### src/rtl/dcache_tag_ctrl_if.sv
// Request/response channel between the dcache pipeline (master) and the tag controller (slave).
interface dcache_tag_ctrl_if #(
    parameter int unsigned SET_W = 4,
    parameter int unsigned TAG_W = 22
);
    logic             req_valid;
    logic             req_ready;
    logic             req_write;
    logic [SET_W-1:0] req_set;
    logic [TAG_W-1:0] req_tag;
    logic             req_dirty;
    logic             resp_valid;
    logic             resp_write;
    logic             resp_hit;
    logic             resp_dirty;
    logic [TAG_W-1:0] resp_tag;

    modport master (
        output req_valid, req_write, req_set, req_tag, req_dirty,
        input  req_ready, resp_valid, resp_write, resp_hit, resp_dirty, resp_tag
    );

    modport slave (
        input  req_valid, req_write, req_set, req_tag, req_dirty,
        output req_ready, resp_valid, resp_write, resp_hit, resp_dirty, resp_tag
    );
endinterface

### src/rtl/dcache_tag_ctrl.sv
// Tag SRAM controller: lookup/update with one-cycle response plus full-array invalidation sweep.
// Define DCACHE_TAG_INIT_SWEEP_EN to run the invalidation sweep automatically out of reset.
module dcache_tag_ctrl #(
    parameter int unsigned SETS  = 16,
    parameter int unsigned SET_W = 4,
    parameter int unsigned TAG_W = 22
) (
    input  logic               clk,
    input  logic               rst,
    dcache_tag_ctrl_if.slave   bus,
    input  logic               inv_all,
    output logic               busy,
    output logic               sram_csb,
    output logic               sram_web,
    output logic [SET_W-1:0]   sram_addr,
    output logic [TAG_W+1:0]   sram_din,
    input  logic [TAG_W+1:0]   sram_dout
);
    localparam int unsigned WORD_W = TAG_W + 2;

    typedef enum logic {
        RUN,
        SWEEP
    } state_t;

`ifdef DCACHE_TAG_INIT_SWEEP_EN
    localparam state_t RST_STATE = SWEEP;
`else
    localparam state_t RST_STATE = RUN;
`endif

    state_t           state;
    logic [SET_W-1:0] cnt;
    logic             pend_valid;
    logic             pend_write;
    logic [TAG_W-1:0] pend_tag;
    logic             accept;
    logic             lookup;

    assign accept = bus.req_valid && bus.req_ready;

    // State, sweep counter and the pending-response register.
    always_ff @(posedge clk) begin
        if (rst) begin
            state      <= RST_STATE;
            cnt        <= '0;
            pend_valid <= 1'b0;
            pend_write <= 1'b0;
            pend_tag   <= '0;
        end else begin
            pend_valid <= accept;
            if (accept) begin
                pend_write <= bus.req_write;
                pend_tag   <= bus.req_tag;
            end
            case (state)
                RUN: begin
                    if (inv_all) state <= SWEEP;
                end
                SWEEP: begin
                    cnt <= cnt + SET_W'(1);
                    if (cnt == SET_W'(SETS - 1)) state <= RUN;
                end
                default: state <= RUN;
            endcase
        end
    end

    // SRAM port is driven in the accept cycle so the read data lines up with the pending register.
    always_comb begin
        bus.req_ready = 1'b0;
        sram_csb      = 1'b1;
        sram_web      = 1'b1;
        sram_addr     = '0;
        sram_din      = '0;
        if (!rst) begin
            if (state == SWEEP) begin
                sram_csb  = 1'b0;
                sram_web  = 1'b0;
                sram_addr = cnt;
            end else begin
                bus.req_ready = !inv_all;
                if (bus.req_valid && !inv_all) begin
                    sram_csb  = 1'b0;
                    sram_web  = !bus.req_write;
                    sram_addr = bus.req_set;
                    sram_din  = WORD_W'({1'b1, bus.req_dirty, bus.req_tag});
                end
            end
        end
    end

    assign lookup         = pend_valid && !pend_write;
    assign busy           = (state == SWEEP);
    assign bus.resp_valid = pend_valid;
    assign bus.resp_write = pend_valid && pend_write;
    assign bus.resp_hit   = lookup && sram_dout[TAG_W+1] && (sram_dout[TAG_W-1:0] == pend_tag);
    assign bus.resp_dirty = lookup && sram_dout[TAG_W];
    assign bus.resp_tag   = lookup ? sram_dout[TAG_W-1:0] : '0;
endmodule

### src/flat_wrapper.sv
// flat-port wrapper written by rule: the top's interface ports become plain ports
module dcache_tag_ctrl_flat 
#(
    parameter int unsigned SETS  = 16,
    parameter int unsigned SET_W = 4,
    parameter int unsigned TAG_W = 22
)
  (clk, rst, inv_all, busy, sram_csb, sram_web, sram_addr, sram_din, sram_dout, bus_req_valid, bus_req_write, bus_req_set, bus_req_tag, bus_req_dirty, bus_req_ready, bus_resp_valid, bus_resp_write, bus_resp_hit, bus_resp_dirty, bus_resp_tag);
  dcache_tag_ctrl_if #(.SET_W(SET_W), .TAG_W(TAG_W)) bus_i ();
  input  logic clk;
  input  logic rst;
  input  logic inv_all;
  output logic busy;
  output logic sram_csb;
  output logic sram_web;
  output logic [SET_W-1:0] sram_addr;
  output logic [TAG_W+1:0] sram_din;
  input  logic [TAG_W+1:0] sram_dout;
  input wire logic [$bits(bus_i.req_valid)-1:0] bus_req_valid;
  input wire logic [$bits(bus_i.req_write)-1:0] bus_req_write;
  input wire logic [$bits(bus_i.req_set)-1:0] bus_req_set;
  input wire logic [$bits(bus_i.req_tag)-1:0] bus_req_tag;
  input wire logic [$bits(bus_i.req_dirty)-1:0] bus_req_dirty;
  output wire logic [$bits(bus_i.req_ready)-1:0] bus_req_ready;
  output wire logic [$bits(bus_i.resp_valid)-1:0] bus_resp_valid;
  output wire logic [$bits(bus_i.resp_write)-1:0] bus_resp_write;
  output wire logic [$bits(bus_i.resp_hit)-1:0] bus_resp_hit;
  output wire logic [$bits(bus_i.resp_dirty)-1:0] bus_resp_dirty;
  output wire logic [$bits(bus_i.resp_tag)-1:0] bus_resp_tag;
  assign bus_i.req_valid = bus_req_valid;
  assign bus_i.req_write = bus_req_write;
  assign bus_i.req_set = bus_req_set;
  assign bus_i.req_tag = bus_req_tag;
  assign bus_i.req_dirty = bus_req_dirty;
  assign bus_req_ready = bus_i.req_ready;
  assign bus_resp_valid = bus_i.resp_valid;
  assign bus_resp_write = bus_i.resp_write;
  assign bus_resp_hit = bus_i.resp_hit;
  assign bus_resp_dirty = bus_i.resp_dirty;
  assign bus_resp_tag = bus_i.resp_tag;
  dcache_tag_ctrl #(.SETS(SETS), .SET_W(SET_W), .TAG_W(TAG_W)) u_core (.clk(clk), .rst(rst), .bus(bus_i), .inv_all(inv_all), .busy(busy), .sram_csb(sram_csb), .sram_web(sram_web), .sram_addr(sram_addr), .sram_din(sram_din), .sram_dout(sram_dout));
endmodule
### config.mk
export PLATFORM = sky130hd
export DESIGN_NAME = dcache_tag_ctrl_flat
export DESIGN_NICKNAME = d
export VERILOG_FILES = /design/src/rtl/dcache_tag_ctrl_if.sv /design/src/rtl/dcache_tag_ctrl.sv /design/src/flat_wrapper.sv
export SDC_FILE = /design/constraint.sdc
export NUM_CORES = 1
export LEC_CHECK = 0
export CAP_MARGIN = 40
export CORE_MARGIN = 5
export CORE_UTILIZATION = 31
export DETAILED_ROUTE_END_ITERATION = 10
export PLACE_DENSITY = 0.77
export SLEW_MARGIN = 10
export SYNTH_ARGS = -nofsm -noshare
export SYNTH_HDL_FRONTEND = slang
export SYNTH_SLANG_ARGS = --single-unit
### constraint.sdc
create_clock -name clk -period 1.43 [get_ports clk]
set_clock_uncertainty 0.15 [all_clocks]
set_input_delay 0.2145 -clock clk [delete_from_list [all_inputs] [get_ports clk]]
set_output_delay 0.2145 -clock clk [all_outputs]
set_load 0.005 [all_outputs]
==> impl_metrics.ini, run 1 <==
[cts]
clock_path_buffers = 2
path_clk_slew_ns = 0.06
htreeDepth = 2
holdBufCountCts = 0
clock_sinks = 29
worstSkewPairLatency_ns = 0.28
root_buffer = clkbuf_8
cts_tree = yes
cts_buffers = 5

[power_and_ir_drop]
ir_drop_v = 0.0004816
combPwrFrac_pct = 30.5
p_sw_mw = 0.5439
p_leak_nw = 1.981
seqPwrFrac_pct = 40.8
p_per_area_nw_per_um2 = 569.1
power_mw = 2.142
clkPwrFrac_pct = 28.7
p_sw_share_pct = 25.39
power.internal_mw = 1.598

[final_layout]
antenna_cells = 0
layoutNonFillerInstCount = 437
final_common_cell = buf_6
final_util_pct = 78.64
stdcell_area_sq_um = 3764
final_cell_mix = 77 x buf_6, 46 x clkdlybuf4s50_1, 31 x buf_4
num-nets-final = 428
drive_gt1_share_pct = 53.78
fillers = 298
area_growth_pct = 142.4

[route]
dr_total_vias = 1971
post_drt_wl_per_cell_microns = 15.62
first_pass_iters = 4
drtIter0Drc = 30
via_per_inst = 4.510
drt-total-wl_microns = 6824
antenna_left = 0
route.detailed.drc = 0

[placed_design]
io_buffer_count = 113
place_area_sq_um = 3052
dp.final_hpwl_microns = 4120
dp_slack_ns = -1.103
dp_cells = 382
routabilityCongestion = 0.7614

[yosys]
ys_seq_area_share_pct = 37.39
synth_fp_nets = 228
syn_avg_cell_area_sq_um = 9.080
ys.flop_type = dfxtp_1
syn_area_sq_um = 1553
async_reset_ff_share_pct = 0
synth_edf_count = 0
ys_ff_latch = 29
ys_types = 29
synth_cells = 171
yosys_warnings = 0
synthDominantCellAreaShare_pct = 37.39
yosys-top-cells-area = dfxtp_1 37%, and2_1 17%, a21o_1 11%
yosys.area.top_type = dfxtp_1

[outcome]
violations = setup timing
outcome = finished, violations left

[grt]
grt_pass1_vias = 2147
grt_max_degree = 18
groute.usage.overall_pct = 19.96
grt-ovfl-total = 0
grt_pass1_wl_microns = 9894
antenna_found_initial = 0

[worst_setup_path]
start_kind = register
slowest_stage = or4_4
cp.buffers_inverters = 1
critPathArrivalTime_ns = 1.78
worst_path_dominant_cell_family = simple AND/OR/NAND/NOR gates
crit_path_max_fanout = 2
cp.required_ns = 1.07
path_cells = nor2b_4 -> nand3_1 -> or4_4 -> nor4_2 -> buf_2
path_class = reg -> out
end_kind = output port
slowest_delay_ns = 0.49

[timing]
max_slew_margin_pct = 81.61
finalWorstSetupSlack_ns = -0.7166
timing.final.crit_share_pct = 150.1
fin_crit_ns = 2.147
clock.fmax_ghz = 0.4659
rsz0062_at_grt = yes
final.setup.tns_ns = -24.55
slew_viol_final = 0
hold_violations = 0
setup_viol = 81
tightest_slew_ns = 0.2737
whs_ns = 0.3105

[die]
pin_count = 114
rows = 25
die_y_microns = 80.78
initial_core_util_pct = 32.44
core_sq_um = 4786
die-area_sq_um = 6525
die_w_microns = 80.78

[run]
max_cap_viol_count = 0

[hold_path]
hp-class = reg -> reg
## area by class of cell
cell class	count	area [sq um]	share of cell area, %
timing repair buffer	202	1958	52.03
multi-input combinational	132	1051	27.93
sequential	29	593.1	15.76
tap	67	83.83	2.227
clock buffer	5	68.82	1.828
clock inverter	1	5.005	0.1330
inverter	1	3.754	0.09973
## sequential cells by signal, indices dropped and copies added (netlist names)
register and count:
u_core.pend_tag 22, u_core.cnt 4, u_core.bus.resp_valid 1, u_core.busy 1
u_core.pend_write 1
## cells in the mapped netlist (all sizes together) (2+ instances only)
| master | instances |
|---|---|
| nand2 | 3 |
| o21bai | 2 |
| buf | 4 |
| nor2 | 9 |
| xor2 | 8 |
| and2 | 47 |
| xnor2 | 17 |
| dfxtp | 29 |
| a21o | 23 |
| nand4 | 5 |
| nor4 | 2 |
| clkbuf | 5 |
| nor3 | 3 |
| mux2i | 2 |
## routing by layer
| layer | up-vias | wire length, microns | GRT usage [%] |
|---|---|---|---|
| met5 | - | 0 | 0 |
| met4 | 0 | 221 | 7.095 |
| met3 | 20 | 462 | 5.987 |
| met2 | 80 | 3627 | 39.57 |
| met1 | 900 | 2513 | 19.24 |
| li1 | 971 | - | - |
## worst register-to-register path: cells and delay by family, from the launching register on
family	cells	cell delay, ns
flip-flops	1	0.36
AO/OA/AOI/OAI	1	0.15
buffers and inverters	6	0.72
AND/OR/NAND/NOR	2	0.17
## final timing paths
kind	from	endpoint	slack, ns	depth (start not counted)
worst min register to register	u_core.pend_tag[8]$_SDFFE_PP0P_	u_core.pend_tag[8]$_SDFFE_PP0P_	0.31	1
worst min-delay path	u_core.pend_tag[8]$_SDFFE_PP0P_	u_core.pend_tag[8]$_SDFFE_PP0P_	0.31	1
worst max-delay path	u_core.bus.resp_valid$_SDFF_PP0_	bus_resp_hit	-0.72	5
worst max register to register	u_core.busy$_SDFF_PP0_	u_core.pend_tag[10]$_SDFFE_PP0P_	-0.22	9
## power groups by stage
stage	registers (mW)	clock network (mW)	logic, mW
finish	0.873	0.615	0.654
global route	0.876	0.671	0.700
CTS	0.874	0.630	0.584
detailed placement	0.891	0	0.495
global placement	0.888	0	0.480
floorplan	0.887	0	0.166
## cells by family (layout without fill, tap and decap cells)
logic type | Yosys count | in the layout | synth area share (%)
mux | 2 | 2 | 1.289
xor+xnor | 25 | 25 | 14.10
flops | 29 | 29 | 37.39
simple gates | 74 | 74 | 29.25
fa+ha+maj | 1 | 1 | 0.8057
buf+inv | 10 | 209 | 2.740
compound gates | 30 | 30 | 14.42
## what timing repair did
item | in CTS | in global routing
cloned | 3 | 1
setup endpoints to repair | 81 | 78
setup buffers | 37 | 22
resized for setup | 308 | 43
pin swaps | 33 | 33
Note: power is estimated with default switching activity, not from simulation.
==> inputs of run 2 (changes only) <==
--- a/config.mk
+++ b/config.mk
@@ -8,6 +8,7 @@
 export CAP_MARGIN = 40
 export CORE_MARGIN = 5
 export CORE_UTILIZATION = 31
+export CTS_BUF_LIST = sky130_fd_sc_hd__clkbuf_8 sky130_fd_sc_hd__clkbuf_16
 export DETAILED_ROUTE_END_ITERATION = 10
 export PLACE_DENSITY = 0.77
 export SLEW_MARGIN = 10
==> results of run 2 <==
The final DEF is identical to that of run 1; final timing and power are the same.
==> inputs of run 3 (changes only) <==
--- a/config.mk
+++ b/config.mk
@@ -6,11 +6,13 @@
 export NUM_CORES = 1
 export LEC_CHECK = 0
 export CAP_MARGIN = 40
+export CELL_PAD_IN_SITES_DETAIL_PLACEMENT = 1
+export CELL_PAD_IN_SITES_GLOBAL_PLACEMENT = 2
 export CORE_MARGIN = 5
-export CORE_UTILIZATION = 31
+export CORE_UTILIZATION = 16
 export CTS_BUF_LIST = sky130_fd_sc_hd__clkbuf_8 sky130_fd_sc_hd__clkbuf_16
 export DETAILED_ROUTE_END_ITERATION = 10
-export PLACE_DENSITY = 0.77
+export PLACE_DENSITY_LB_ADDON = 0.1
 export SLEW_MARGIN = 10
 export SYNTH_ARGS = -nofsm -noshare
 export SYNTH_HDL_FRONTEND = slang
==> run 3 against run 2 <==
  * The run still ends with setup timing left
  * Final cell count is 12% higher
  * Combinational power is 5.0% higher
  * Clock power is 3.9% higher
  * Final area is 5.3% higher
  * Highest routed layer unchanged
  * Critical path type is now in -> out
  * Flip-flop and latch count stayed put
  * Wire length is 9.1% higher
  * Via count is 4.8% lower
  * Largest power group unchanged
  * Critical endpoint unchanged
==> impl_metrics.ini, run 3 (synthesized netlist as in run 1, its figures left out) <==
[outcome]
outcome = finished, violations left
violations = setup timing

[cts]
cts_buffers = 5
cts_tree = yes
clock_path_buffers = 2
clock_sinks = 29
htreeDepth = 2
worstSkewPairLatency_ns = 0.28
root_buffer = clkbuf_8
holdBufCountCts = 0
path_clk_slew_ns = 0.06

[run]
max_cap_viol_count = 0

[grt]
grt_max_degree = 24
grt_pass1_vias = 2017
antenna_found_initial = 0
grt_pass1_wl_microns = 10520
grt-ovfl-total = 0
groute.usage.overall_pct = 11.85

[worst_setup_path]
cp.required_ns = 1.07
path_class = in -> out
start_kind = input pin
crit_path_max_fanout = 2
end_kind = output port
critPathArrivalTime_ns = 1.67

[placed_design]
io_buffer_count = 113
place_area_sq_um = 3182
dp.final_hpwl_microns = 4992
dp_cells = 451
routabilityCongestion = 0.6442

[final_layout]
antenna_cells = 0
final_common_cell = buf_6
final_util_pct = 41.12
stdcell_area_sq_um = 3964
regMostFlops = u_core.pend_tag
num-nets-final = 414
largest_reg_flops = 22
drive_gt1_share_pct = 57.82
final_cell_mix = 95 x buf_6, 47 x clkdlybuf4s50_1, 46 x and2_4
area_growth_pct = 155.3
layoutNonFillerInstCount = 491
top_regs = u_core.pend_tag (22), u_core.cnt (4)

[route]
drt-total-wl_microns = 7445
drtIter0Drc = 16
first_pass_iters = 2
route.detailed.drc = 0
post_drt_wl_per_cell_microns = 15.16
antenna_left = 0
via_per_inst = 3.821
dr_total_vias = 1876

[timing]
finalWorstSetupSlack_ns = -0.6086
slew_viol_final = 0
tightest_slew_ns = 0.2181
fin_crit_ns = 2.039
hold_violations = 0
clock.fmax_ghz = 0.4905
setup_viol = 62
max_slew_margin_pct = 85.32
rsz0062_at_grt = yes
timing.final.crit_share_pct = 142.6
final.setup.tns_ns = -20.00

[die]
die_y_microns = 108.5
initial_core_util_pct = 16.11
die_w_microns = 108.5
rows = 36
core_sq_um = 9639
die-area_sq_um = 11770
pin_count = 114

[power_and_ir_drop]
ir_drop_v = 0.0002619
combPwrFrac_pct = 31.2
power_mw = 2.201
clkPwrFrac_pct = 29.0
p_leak_nw = 1.968
p_per_area_nw_per_um2 = 555.2
seqPwrFrac_pct = 39.7
power.internal_mw = 1.627
p_sw_mw = 0.5734
p_sw_share_pct = 26.06

[hold_path]
hp-class = reg -> reg
## run 3: cell count changes in the layout (fill, tap and decap cells not counted), moves of 3 or more
| cell | delta |
|---|---|
| buf_6 | +18 |
| and2_4 | +21 |
| clkbuf_2 | -4 |
| inv_1 | +3 |
| and2_2 | -4 |
| and2_1 | -17 |
| buf_2 | -14 |
| buf_8 | +3 |
| buf_4 | -13 |
| dlygate4sd2_1 | -6 |
## run 3: worst paths after layout
check,start,endpoint,slack [ns],depth (start not counted)
hold / removal,u_core.pend_tag[16]$_SDFFE_PP0P_,u_core.pend_tag[16]$_SDFFE_PP0P_,0.31,1
setup reg to reg,u_core.busy$_SDFF_PP0_,u_core.pend_tag[6]$_SDFFE_PP0P_,-0.11,8
setup / recovery,sram_dout[7],bus_resp_hit,-0.61,6
hold reg to reg,u_core.pend_tag[16]$_SDFFE_PP0P_,u_core.pend_tag[16]$_SDFFE_PP0P_,0.31,1
## run 3: per-layer routing
| metal | wire length [microns] | global-route usage (%) | up-vias | part of all wire [%] |
|---|---|---|---|---|
| li1 | - | - | 939 | - |
| met5 | 0 | 0 | - | 0 |
| met2 | 3659 | 20.26 | 71 | 49 |
| met1 | 3157 | 14.31 | 859 | 42 |
| met3 | 549 | 3.522 | 7 | 7.4 |
| met4 | 78 | 3.517 | 0 | 1.0 |
## run 3: stage by stage
step                      hold slack (ns)  worst slack [ns]
after detailed placement           0.3010            -1.124
after global routing               0.3246           -0.6755
after floorplan                    0.2023          -0.08768
after CTS                          0.3167           -0.6511
final                              0.3140           -0.6086
after global placement             0.2967            -1.126
## run 3: power groups by stage
stage	sequential [mW]	combinational (mW)	clock [mW]
after CTS	0.873	0.632	0.677
after detailed placement	0.891	0.523	0
after global routing	0.878	0.742	0.722
after floorplan	0.887	0.166	0
final	0.875	0.687	0.639
after global placement	0.891	0.515	0
## run 3: worst max-delay path, stage by stage
cell             delay, ns
clkdlybuf4s50_1       0.44
xor2_1                0.17
nor4_1                0.27
nand4_1               0.16
nor4_2                0.27
buf_2                 0.16
## run 3: layout make-up
cell class / instances / area (sq um)
Tap cell: 133 / 166.4
Clock inverter: 3 / 11.26
Fill cell: 1112 / 5675
Inverter: 1 / 3.754
Sequential cell: 29 / 591.8
Timing Repair Buffer: 188 / 1996
Multi-Input combinational cell: 132 / 1126
Clock buffer: 5 / 68.82
## run 3: timing repair
| action | in CTS | in global routing |
|---|---|---|
| hold endpoints to repair | 0 | 0 |
| gates resized for setup | 316 | 112 |
| buffers inserted | 28 | 24 |
| gates cloned | 2 | 3 |
| endpoints found under the setup margin | 81 | 79 |
| pin swaps | 29 | 31 |
